--- config.mk ---
export PLATFORM = sky130hd
export DESIGN_NAME = id_ex_stage
export DESIGN_NICKNAME = d
export VERILOG_FILES = /design/src/rtl/pipe_pkg.sv /design/src/rtl/operand_bypass_mux.sv /design/src/rtl/id_ex_stage.sv
export SDC_FILE = /design/constraint.sdc
export NUM_CORES = 1
export LEC_CHECK = 0
export ABC_CLOCK_PERIOD_IN_PS = 2000
export CORE_AREA = 2 2 143 145
export DETAILED_ROUTE_END_ITERATION = 6
export DIE_AREA = 0 0 145 147
export MAX_ROUTING_LAYER = met4
export PLACE_DENSITY = 0.82
export SLEW_MARGIN = 30
export SYNTH_ARGS = -nofsm -noshare
export SYNTH_HDL_FRONTEND = slang
export SYNTH_HIERARCHICAL = 1
export SYNTH_SLANG_ARGS = --single-unit
export TNS_END_PERCENT = 10
--- constraint.sdc ---
create_clock -name clk -period 2 [get_ports clk]
set_input_delay 0.4 -clock clk [delete_from_list [all_inputs] [get_ports clk]]
set_output_delay 0.4 -clock clk [all_outputs]
set_load 0.02 [all_outputs]
--- src/rtl/pipe_pkg.sv ---
// Shared pipeline types: forwarding select codes, datapath defaults and the
// registered EX-stage bookkeeping fields.
package pipe_pkg;

    localparam int unsigned XLEN_DEF = 32;
    localparam logic [4:0]  REG_X0   = 5'd0;

    typedef enum logic [1:0] {
        FWD_RF   = 2'b00,
        FWD_ALU2 = 2'b01,
        FWD_MEM3 = 2'b10,
        FWD_ALU3 = 2'b11
    } fwd_sel_e;

    // Per-instruction fields tracked in EX; a bubble is this struct all zero.
    typedef struct packed {
        logic       valid;
        logic       rf_we;
        logic       wb_sel;
        logic [4:0] rd;
        logic [4:0] rs1;
        logic [4:0] rs2;
    } ex_fields_t;

endpackage

--- src/rtl/operand_bypass_mux.sv ---
// One EX operand: 4:1 forwarding select with an x0 guard that forces zero
// whenever the source register is x0.
module operand_bypass_mux
    import pipe_pkg::*;
#(
    parameter int unsigned XLEN = XLEN_DEF
) (
    input  logic [1:0]      sel,
    input  logic [4:0]      addr,
    input  logic [XLEN-1:0] rf_data,
    input  logic [XLEN-1:0] alu_result_2r,
    input  logic [XLEN-1:0] mem_rdata_3r,
    input  logic [XLEN-1:0] alu_result_3r,
    output logic [XLEN-1:0] op
);

    // Pick the operand source; x0 always reads as zero.
    always_comb begin
        op = '0;
        if (addr != REG_X0) begin
            case (fwd_sel_e'(sel))
                FWD_RF:   op = rf_data;
                FWD_ALU2: op = alu_result_2r;
                FWD_MEM3: op = mem_rdata_3r;
                FWD_ALU3: op = alu_result_3r;
            endcase
        end
    end

endmodule

--- src/rtl/id_ex_stage.sv ---
// ID/EX pipeline register with operand forwarding and load-use bubble
// insertion. Optional feature macro: LOAD_USE_STALL_EN enables load-use
// detection; without it load-use is never flagged and the counter stays 0.
module id_ex_stage
    import pipe_pkg::*;
#(
    parameter int unsigned XLEN   = XLEN_DEF,
    parameter int unsigned CTRL_W = 8
) (
    input  logic              clk,
    input  logic              rst_n,
    input  logic              id_valid,
    output logic              id_ready,
    input  logic [4:0]        id_rs1,
    input  logic [4:0]        id_rs2,
    input  logic [4:0]        id_rd,
    input  logic              id_rf_we,
    input  logic              id_wb_sel,
    input  logic [XLEN-1:0]   id_rf_data1,
    input  logic [XLEN-1:0]   id_rf_data2,
    input  logic [XLEN-1:0]   id_imm,
    input  logic [CTRL_W-1:0] id_ctrl,
    input  logic              flush,
    input  logic              ex_stall,
    output logic [4:0]        rf_addr1,
    output logic [4:0]        rf_addr2,
    output logic [4:0]        ex_rd,
    output logic              ex_rf_we,
    output logic              ex_wb_sel,
    output logic [CTRL_W-1:0] ex_ctrl,
    output logic [XLEN-1:0]   ex_imm,
    output logic              ex_valid,
    input  logic [1:0]        rf_data1_sel,
    input  logic [1:0]        rf_data2_sel,
    input  logic [XLEN-1:0]   alu_result_2r,
    input  logic [XLEN-1:0]   alu_result_3r,
    input  logic [XLEN-1:0]   mem_rdata_3r,
    output logic [XLEN-1:0]   ex_op_a,
    output logic [XLEN-1:0]   ex_op_b,
    output logic [15:0]       hz_stall_cnt
);

    ex_fields_t        ex_q;
    logic [CTRL_W-1:0] ctrl_q;
    logic [XLEN-1:0]   imm_q;
    logic [XLEN-1:0]   data1_q;
    logic [XLEN-1:0]   data2_q;
    logic              load_use;
    logic              bubble;
    logic              load_id;

`ifdef LOAD_USE_STALL_EN
    assign load_use = ex_q.valid & ex_q.wb_sel & ex_q.rf_we & (ex_q.rd != REG_X0)
                    & id_valid & ((id_rs1 == ex_q.rd) | (id_rs2 == ex_q.rd));
`else
    assign load_use = 1'b0;
`endif

    // Flush outranks the downstream hold; load-use only acts when not held.
    assign bubble   = flush | (~ex_stall & load_use);
    assign load_id  = ~flush & ~ex_stall & ~load_use;
    assign id_ready = flush | (~ex_stall & ~load_use);

    // EX field register: bubble, hold, or capture from ID.
    always_ff @(posedge clk or negedge rst_n) begin
        if (!rst_n) begin
            ex_q    <= '0;
            ctrl_q  <= '0;
            imm_q   <= '0;
            data1_q <= '0;
            data2_q <= '0;
        end else if (bubble) begin
            ex_q   <= '0;
            ctrl_q <= '0;
        end else if (load_id) begin
            ex_q.valid  <= id_valid;
            ex_q.rf_we  <= id_rf_we;
            ex_q.wb_sel <= id_wb_sel;
            ex_q.rd     <= id_rd;
            ex_q.rs1    <= id_rs1;
            ex_q.rs2    <= id_rs2;
            ctrl_q      <= id_ctrl;
            imm_q       <= id_imm;
            data1_q     <= id_rf_data1;
            data2_q     <= id_rf_data2;
        end
    end

    // Count load-use bubbles only; a coincident flush claims the bubble.
    always_ff @(posedge clk or negedge rst_n) begin
        if (!rst_n) begin
            hz_stall_cnt <= '0;
        end else if (!flush && !ex_stall && load_use && (hz_stall_cnt != '1)) begin
            hz_stall_cnt <= hz_stall_cnt + 16'd1;
        end
    end

    assign rf_addr1  = ex_q.rs1;
    assign rf_addr2  = ex_q.rs2;
    assign ex_rd     = ex_q.rd;
    assign ex_rf_we  = ex_q.rf_we;
    assign ex_wb_sel = ex_q.wb_sel;
    assign ex_valid  = ex_q.valid;
    assign ex_ctrl   = ctrl_q;
    assign ex_imm    = imm_q;

    operand_bypass_mux #(.XLEN(XLEN)) u_mux_a (
        .sel           (rf_data1_sel),
        .addr          (ex_q.rs1),
        .rf_data       (data1_q),
        .alu_result_2r (alu_result_2r),
        .mem_rdata_3r  (mem_rdata_3r),
        .alu_result_3r (alu_result_3r),
        .op            (ex_op_a)
    );

    operand_bypass_mux #(.XLEN(XLEN)) u_mux_b (
        .sel           (rf_data2_sel),
        .addr          (ex_q.rs2),
        .rf_data       (data2_q),
        .alu_result_2r (alu_result_2r),
        .mem_rdata_3r  (mem_rdata_3r),
        .alu_result_3r (alu_result_3r),
        .op            (ex_op_b)
    );

endmodule

; ---- After elaboration in Yosys (flattened, before gate mapping)
; Cells that the tools add are included.
[op_classes]
n_addsub = 0
multipliers = 0
div_mod_pow = 0
order_cmp = 0
eq_ne = 6
shifts = 0
muxes = 8
bitwise = 4
n_reduce_logical = 6
[ops]
columns = operator, count
row1 = $pmux W32 S4, 2
row2 = $mux W32, 2
row3 = $mux W18, 2
row4 = $mux W8, 2
row5 = $reduce_bool A5 Y1, 2
row6 = $eq A2 B2 Y1 const B, 4
row7 = $eq A2 B1 Y1 const B, 2
row8 = $logic_not A2 Y1, 2
row9 = $not A1 Y1, 2
row10 = $reduce_and A2 Y1, 1
row11 = $reduce_bool A2 Y1, 1
row12 = $and A1 B1 Y1, 1
row13 = $or A1 B1 Y1, 1
[word_totals]
regBits = 122
latch_bits = 0
ramBits = 0
rom_bits = 0
input_bits = 226
word_cells = 34
memories = 0

; ---- Logic depth before layout (Yosys ltp)
; Gate-level depths: netlist of the first run.
[logic_depth]
word_depth = 4
ltp_mapped = 5
ltp_nobuf = 2

; ---- Hierarchy
; Netlist of the first run, hierarchy kept.
[modules_own_cells]
columns = module, n_inst, cells_each, area_per_inst_um2
row1 = id_ex_stage, 1, 305, 4933.5
row2 = operand_bypass_mux, 2, 79, 1093.5

; ---- Least setup slack after synthesis of the first run
; Ideal clock, no wire load.
[synth_timing]
path_type = input to output
startpoint = input port rf_data1_sel[0]
endpoint = output port ex_op_a[11]
t_arrival_ns = 1.496
required_ns = 1.600
path_slack_ns = 0.104
cell_stages = 4
path_cell_list = buf_6 buf_12 mux4_2 a21boi_0
[synth_between]
elab_chain_cells = 3
elab_cells_between_ends = 6
classes_between = eq/ne (3) / mux (2) / reduce/logical (1)
[synth_rtl]
columns = element, line
row1 = "start, declared", id_ex_stage.sv:33  ; input logic [1:0] rf_data1_sel,
row2 = $eq A2 B2 Y1 (tied with other cells), operand_bypass_mux.sv:21  ; case (fwd_sel_e'(sel))
row3 = $pmux W32 S4 (*), operand_bypass_mux.sv:21
row4 = $mux W32 (*), operand_bypass_mux.sv:20  ; if (addr != REG_X0) begin
row5 = "end, declared", id_ex_stage.sv:38  ; output logic [XLEN-1:0] ex_op_a,
; Mark *: on every way between the ends. The rest lies on a longest branch, timed or not.

; ---- Final worst setup path of the first run
[layout_timing]
startpoint = register ex_q, in the netlist rf_addr1[0]
endpoint = output port ex_op_a[12]
[layout_between]
elab_chain_cells = 2
[layout_rtl]
columns = element, line
row1 = "start, declared", id_ex_stage.sv:43  ; ex_fields_t ex_q;
row2 = $reduce_bool A5 Y1, operand_bypass_mux.sv:20
row3 = $mux W32, operand_bypass_mux.sv:20
; Every way passes these cells.

==> summary.md, run 1 <==
| Metric | Value |
|---|---|
| Leak | roughly 5 nW |
| # rows | 52 |
| RSZ-0062 raised after global routing | yes |
| Critical path data required time | around 1.6 ns |
| Die height | between 100 and 150 um |
| Setup TNS | -8.71 ns |
| Yosys reg bits | 122 |
| Worst flop-to-flop path startpoint | rf_addr1[4] |
| Violated checks | setup timing |
| Post-layout min period | roughly 2.2 ns |
| Share of layout cells above drive strength 1 | between 40% and 50% |
| Crit path launch type | register |
| Status | finished with violations |
| Pin count of the biggest net entering global routing | just under 50 |
| Placed Cells | ~1100 |
| Max frequency | approximately 450 MHz |
| Clock Sinks | approximately 120 |
| Crit path arrival time | between 1.5 and 2 ns |
| Synthesis Warnings | 6 |
| Hold Crit Class | in -> async |
| Fin. Hold Viols | 0 |
| Drt pass-1 iters | 4 |
| TritonCTS clock tree | done |
| VDD IR max | 0.000554 V |
| Final setup margin | -0.200 ns |
| Longest Clk Path Bufs | 2 |
| Reg2Reg Setup Slack | roughly 1.1 ns |
| H-Tree Depth | 4 |
| Initial drt markers | around 220 |
| Post-Syn Area | 7120 um2 |
| Die area | 21300 um2 |
| Number of global-route vias before repair | 6330 |
| First-pass GRT wire length | approximately 37 mm |
| Chip width | 145 um |
| Setup-failing EPs final | between 60 and 70 |
| Hold slack | between 0.4 and 0.5 ns |
| Total number of vias | a little under 6000 |
| CTS clock-pin slew for the worst setup and hold paths | approximately 0.06 ns |
| Distinct cell type count after synthesis | 20 |
| Post-Layout Cell Count | 1133 |
| Placeable core area | approximately 20000 um2 |
| Io pins | 365 |
| Final cycle utilization of the critical path | 110% |
| Clock Root Buffer | clkbuf_16 |
| Worst r2r dst | rf_addr1[4] |
| Syn avg cell area | about 15 um2 |
| Clock Latency Late Sink | ~0.4 ns |
| Final WL | around 25 mm |
| Reg2Reg Depth | 3 |
| Routability cong. | about 0.90 |
| # DRC | 0 |
| CTS Buf Count | 17 |
| P per Cell Area | 767 nW/um2 |
| Port buffer count | roughly 350 |
| WL per Instance | between 20 and 25 um |
| Initial antenna violation count | 1 |
| Routed Antenna Nets | 0 |
| Crit Path Max Fanout | 5 |
| Setup Skew | 0 ns |
| Grt ovf | 0 |
| Finished Cell Area | roughly 12000 um2 |
| Worst setup path class | reg -> out |
| Initial Util | a little over a third |
| Total chip power | roughly 9 mW |
| Placed cell areas | 11000 um2 |
| Post-place setup slack | -0.573 ns |
| Cells after Synth | 463 |
| Final Slew Violations | 0 |
| Utilization after layout | 60.0% |
| CP Capture Type | output pin |
| Max Cap Violations | 0 |
| GRT Overall Usage | a little under a quarter |
| Seq/Total Area, Yosys | a little over two fifths |
| Vias/cell | approximately 5.1 |
| Fin nets | 1075 |
| Area grow syn2layout | 67.3% |
| Post-DP HPWL | 18.3 mm |
[cells in the final DEF (no fill, tap or decap), drive strengths merged, types with 2 or more instances in the layout]
cell and n:
a21boi 64, clkinvlp 2, nor2 27, inv 7
dfrtp 122, buf 131, mux2 96, clkbuf 18
clkdlybuf4s50 277, nor4 2, mux2i 26, conb 16
bufinv 2, mux4 64, clkinv 5
[cell usage after synthesis (all sizes together)]
cell type  instances  area, um2
inv                2       7.51
conb               1       3.75
mux2              96       1230
dfrtp            122       3050
nand2b             1       6.26
mux4              64       1460
buf               44        427
nor4               2       25.0
nor2              27        118
a21boi            64        480
clkbuf            14       52.6
mux2i             26        260
[worst max path at each step]
| stage | to | depth (start not counted) | from |
|---|---|---|---|
| after floorplan | ex_op_a[11] | 4 | rf_data1_sel[0] |
| after global placement | ex_op_b[31] | 5 | alu_result_2r[31] |
| after detailed placement | ex_op_b[31] | 5 | alu_result_2r[31] |
| after CTS | ex_op_a[24] | 7 | rf_addr1[4] |
| after global routing | ex_op_b[23] | 6 | rf_addr2[0] |
| final | ex_op_a[12] | 6 | rf_addr1[0] |
[worst max-delay path, cell delays in order, from the launching register on]
cell,delay (ns)
dfrtp_1,0.41
nor4_4,0.29
buf_6,0.18
buf_6,0.13
buf_8,0.14
a21boi_2,0.06
buf_4,0.17
[cell families (layout without fill, tap and decap cells)]
group	Yosys count	after routing	share of synthesized area, %
AO/OA/AOI/OAI	64	64	6.75
buffers and inverters	60	444	6.84
flip-flops	122	122	42.9
multiplexers	186	186	41.4
other	1	17	0.0527
AND/OR/NAND/NOR	30	30	2.09
[registers in the layout (all words and copies together) (netlist names)]
name,cells
ex_rd,5
data2_q,32
ex_ctrl,8
rf_addr1,5
ex_rf_we,1
ex_wb_sel,1
data1_q,32
ex_imm,32
ex_valid,1
rf_addr2,5
[area by class of cell]
class,instances,area (um2)
fill,1589,7930
timing repair buffer,410,4110
multi-input combinational,296,3800
sequential,122,3050
clock buffer,18,429
tap,270,338
clock inverter,14,164
inverter,2,7.51
antenna,1,2.50
[report_power, final]
group | switching [mW] | internal, mW | total [mW]
logic | 1.27 | 1.78 | 3.06
registers | 0.195 | 2.79 | 2.98
clock network | 1.23 | 1.87 | 3.10
[per-layer routing]
layer	routed length (um)	part of all wire [%]	vias up	GRT usage [%]
li1	-	-	2509	-
met1	9590	39	2966	28.0
met2	12600	52	278	40.5
met3	1650	6.7	40	5.68
met4	650	2.6	0	7.97
met5	0	0	-	-
[timing repair]
item,in CTS,in global routing
hold buffers,1,0
resized for setup,354,130
hold endpoints to repair,23,0
pin swaps,9,22
setup endpoints to repair,65,66
buffers inserted,8,0
cloned,4,0
Power figures use the tool's default switching activity.
==> run 2: changes to the inputs <==
--- a/config.mk
+++ b/config.mk
@@ -5,12 +5,13 @@
 export SDC_FILE = /design/constraint.sdc
 export NUM_CORES = 1
 export LEC_CHECK = 0
-export ABC_CLOCK_PERIOD_IN_PS = 2000
+export ABC_CLOCK_PERIOD_IN_PS = 2600
 export CORE_AREA = 2 2 143 145
 export DETAILED_ROUTE_END_ITERATION = 6
 export DIE_AREA = 0 0 145 147
 export MAX_ROUTING_LAYER = met4
-export PLACE_DENSITY = 0.82
+export PLACE_DENSITY = 0.83
+export SETUP_SLACK_MARGIN = 0.1
 export SLEW_MARGIN = 30
 export SYNTH_ARGS = -nofsm -noshare
 export SYNTH_HDL_FRONTEND = slang
==> constraint.sdc (replaced) <==
create_clock -name clk -period 2.6 [get_ports clk]
set_input_delay 0.52 -clock clk [delete_from_list [all_inputs] [get_ports clk]]
set_output_delay 0.52 -clock clk [all_outputs]
set_load 0.02 [all_outputs]
==> summary.md, run 2 (same netlist as run 1, synthesis figures left out) <==
| Metric | Value |
|---|---|
| Setup-failing EPs final | 0 (was 64) |
| Final cycle utilization of the critical path | 96.2% |
| Most frequent cells in the layout | clkdlybuf4s50_1, dfrtp_1, mux4_2 (unchanged) |
| Post-Layout Cell Count | 1110 (was 1133) |
| Port buffer count | 348 (unchanged) |
| Total number of vias | 5632 (was 5793) |
| First-pass GRT wire length | 35.9 mm (was 37.2 mm) |
| Crit path launch type | input port (was register) |
| Clock Latency Late Sink | 0.41 ns (about the same) |
| Share of layout cells above drive strength 1 | 30.5% (was 41.4%) |
| Status | completed (was finished with violations) |
| Hold Crit Class | in -> async (unchanged) |
| Drt pass-1 iters | 4 (unchanged) |
| Worst r2r dst | data2_q[21] (was rf_addr1[4]) |
| CP Capture Type | output pin (unchanged) |
| Clock Root Buffer | clkbuf_16 (unchanged) |
| Reg2Reg Setup Slack | 1.81 ns (was 1.11 ns) |
| Final WL | 23.7 mm (was 24.5 mm) |
| Number of global-route vias before repair | 6178 (was 6330) |
| Grt ovf | 0 (unchanged) |
| Clock Sinks | 122 (unchanged) |
| Setup Skew | 0 ns (unchanged) |
| Fill count | 1627 (was 1589) |
| Post-DP HPWL | 17.5 mm (was 18.3 mm) |
| TritonCTS clock tree | done (unchanged) |
| VDD IR max | 0.000438 V (was 0.000554 V) |
| Post-layout min period | around 2.5 ns |
| Fin. Hold Viols | 0 (unchanged) |
| Final Slew Violations | 0 (unchanged) |
| Vias/cell | 5.07 (was 5.11) |
| Initial antenna violation count | 1 (unchanged) |
| RSZ-0062 raised after global routing | yes (unchanged) |
| Max Cap Violations | 0 (unchanged) |
| Worst setup path class | in -> out (was reg -> out) |
| GRT Overall Usage | 22.9% (was 23.9%) |
| Worst flop-to-flop path startpoint | data2_q[21] (was rf_addr1[4]) |
| Leak | 4.86 nW (was 5.04 nW) |
| # DRC | 0 (unchanged) |
| Hold slack | 0.0620 ns (was 0.431 ns) |
| H-Tree Depth | 4 (unchanged) |
| Routed Antenna Nets | 0 (unchanged) |
| Placeable core area | 19800 um2 (unchanged) |
| Most common cell after layout, fill and taps aside | clkdlybuf4s50_1 (unchanged) |
| Crit Path Max Fanout | 2 (was 5) |
| Routability cong. | 0.843 (was 0.900) |
| Placed Cells | 1073 (was 1090) |
| Longest Clk Path Bufs | 2 (unchanged) |
| Max frequency | approximately 400 MHz |
| Critical path data required time | 2.08 ns (was 1.60 ns) |
| Die height | 147 um (unchanged) |
| P per Cell Area | 591 nW/um2 (was 767 nW/um2) |
| CTS clock-pin slew for the worst setup and hold paths | 0.06 ns (about the same) |
| Placed cell areas | 10900 um2 (was 11000 um2) |
| Initial Util | 35.9% (unchanged) |
| Die area | 21300 um2 (unchanged) |
| WL per Instance | 21.3 um (was 21.7 um) |
| CTS Buf Count | 17 (unchanged) |
| Pin count of the biggest net entering global routing | 64 (was 49) |
| Finished Cell Area | 11500 um2 (was 11900 um2) |
| Initial drt markers | 228 (was 217) |
| Crit path arrival time | 1.98 ns (was 1.80 ns) |
| Hold_buf cts | 0 (was 1) |
| Reg2Reg Depth | 1 (was 3) |
| Fin nets | 1053 (was 1075) |
| Area grow syn2layout | 61.3% (was 67.3%) |
| # rows | 52 (unchanged) |
| Io pins | 365 (unchanged) |
| Chip width | 145 um (unchanged) |
## run 2: cell count changes in the layout (fill, tap and decap cells not counted), moves of 3 or more
cell and delta:
a21boi_0 +44, a21boi_1 -8, a21boi_2 -34, buf_12 -7
buf_2 -27, buf_4 -9, buf_6 -36, clkbuf_2 +5
clkbuf_8 +3, clkdlybuf4s15_2 +12, dlygate4sd2_1 +42
## run 2: how the worst max path moves through the flow
stage	startpoint	slack (ns)	endpoint
after global routing	rf_addr1[4]	0.03	ex_op_a[0]
after detailed placement	alu_result_2r[0]	-0.25	ex_op_b[0]
final	alu_result_3r[9]	0.1	ex_op_b[9]
after CTS	rf_addr1[4]	0.10	ex_op_a[0]
after floorplan	rf_data1_sel[0]	0.46	ex_op_a[11]
after global placement	alu_result_2r[0]	-0.19	ex_op_b[0]
## run 2: stage by stage
| step | utilization [%] | power [mW] | setup TNS, ns | worst slack [ns] |
|---|---|---|---|---|
| floorplan | - | 3.40 | 0 | 0.464 |
| global route | 57.9 | 7.08 | 0 | 0.0292 |
| CTS | 58.0 | 6.86 | 0 | 0.102 |
| detailed placement | 54.8 | 4.48 | -9.36 | -0.253 |
| global placement | 54.8 | 4.44 | -7.33 | -0.188 |
| finish | 57.9 | 6.79 | 0 | 0.0996 |
## run 2: final cells by class
type	instances	area, um2	share of cell area (%)
timing repair buffer	388	3830	33.3
multi-input combinational	296	3650	31.8
sequential	122	3050	26.6
clock buffer	20	467	4.06
tap	270	338	2.94
clock inverter	11	136	1.19
inverter	2	7.51	0.0654
antenna	1	2.50	0.0218
## run 2: power breakdown
part / total (mW) / leakage, nW / switching (mW) / internal [mW]
clock: 2.40 / 0.290 / 0.904 / 1.50
combinational: 2.09 / 3.10 / 0.893 / 1.20
sequential: 2.30 / 1.47 / 0.151 / 2.14
## run 2: timing repair
| item | 4_1_cts | 5_1_grt |
|---|---|---|
| pin swaps | 2 | 0 |
| setup buffers | 3 | 0 |
| cloned | 2 | 0 |
| resized for setup | 115 | 16 |
| setup endpoints to repair | 64 | 64 |
## run 2: worst max-delay path, stage by stage
cell	delay, ns
clkdlybuf4s50_1	0.45
mux4_2	0.51
a21boi_1	0.15
dlygate4sd2_1	0.34
## run 2: per-layer routing
metal  track usage [%]  vias to the layer above  share of wire [%]
li1                  -                     2464                  -
met1              27.2                     2859                 40
met2              38.8                      272                 51
met3              5.31                       37                6.3
met4              7.82                        0                2.4
met5                 -                        -                  0
==> run 3: changes to the inputs <==
--- a/config.mk
+++ b/config.mk
@@ -7,6 +7,7 @@
 export LEC_CHECK = 0
 export ABC_CLOCK_PERIOD_IN_PS = 2600
 export CORE_AREA = 2 2 143 145
+export CTS_CLUSTER_DIAMETER = 30
 export DETAILED_ROUTE_END_ITERATION = 6
 export DIE_AREA = 0 0 145 147
 export MAX_ROUTING_LAYER = met4
==> results of run 3 <==
Same layout as run 2: the final DEF is identical, and so are final timing and power.
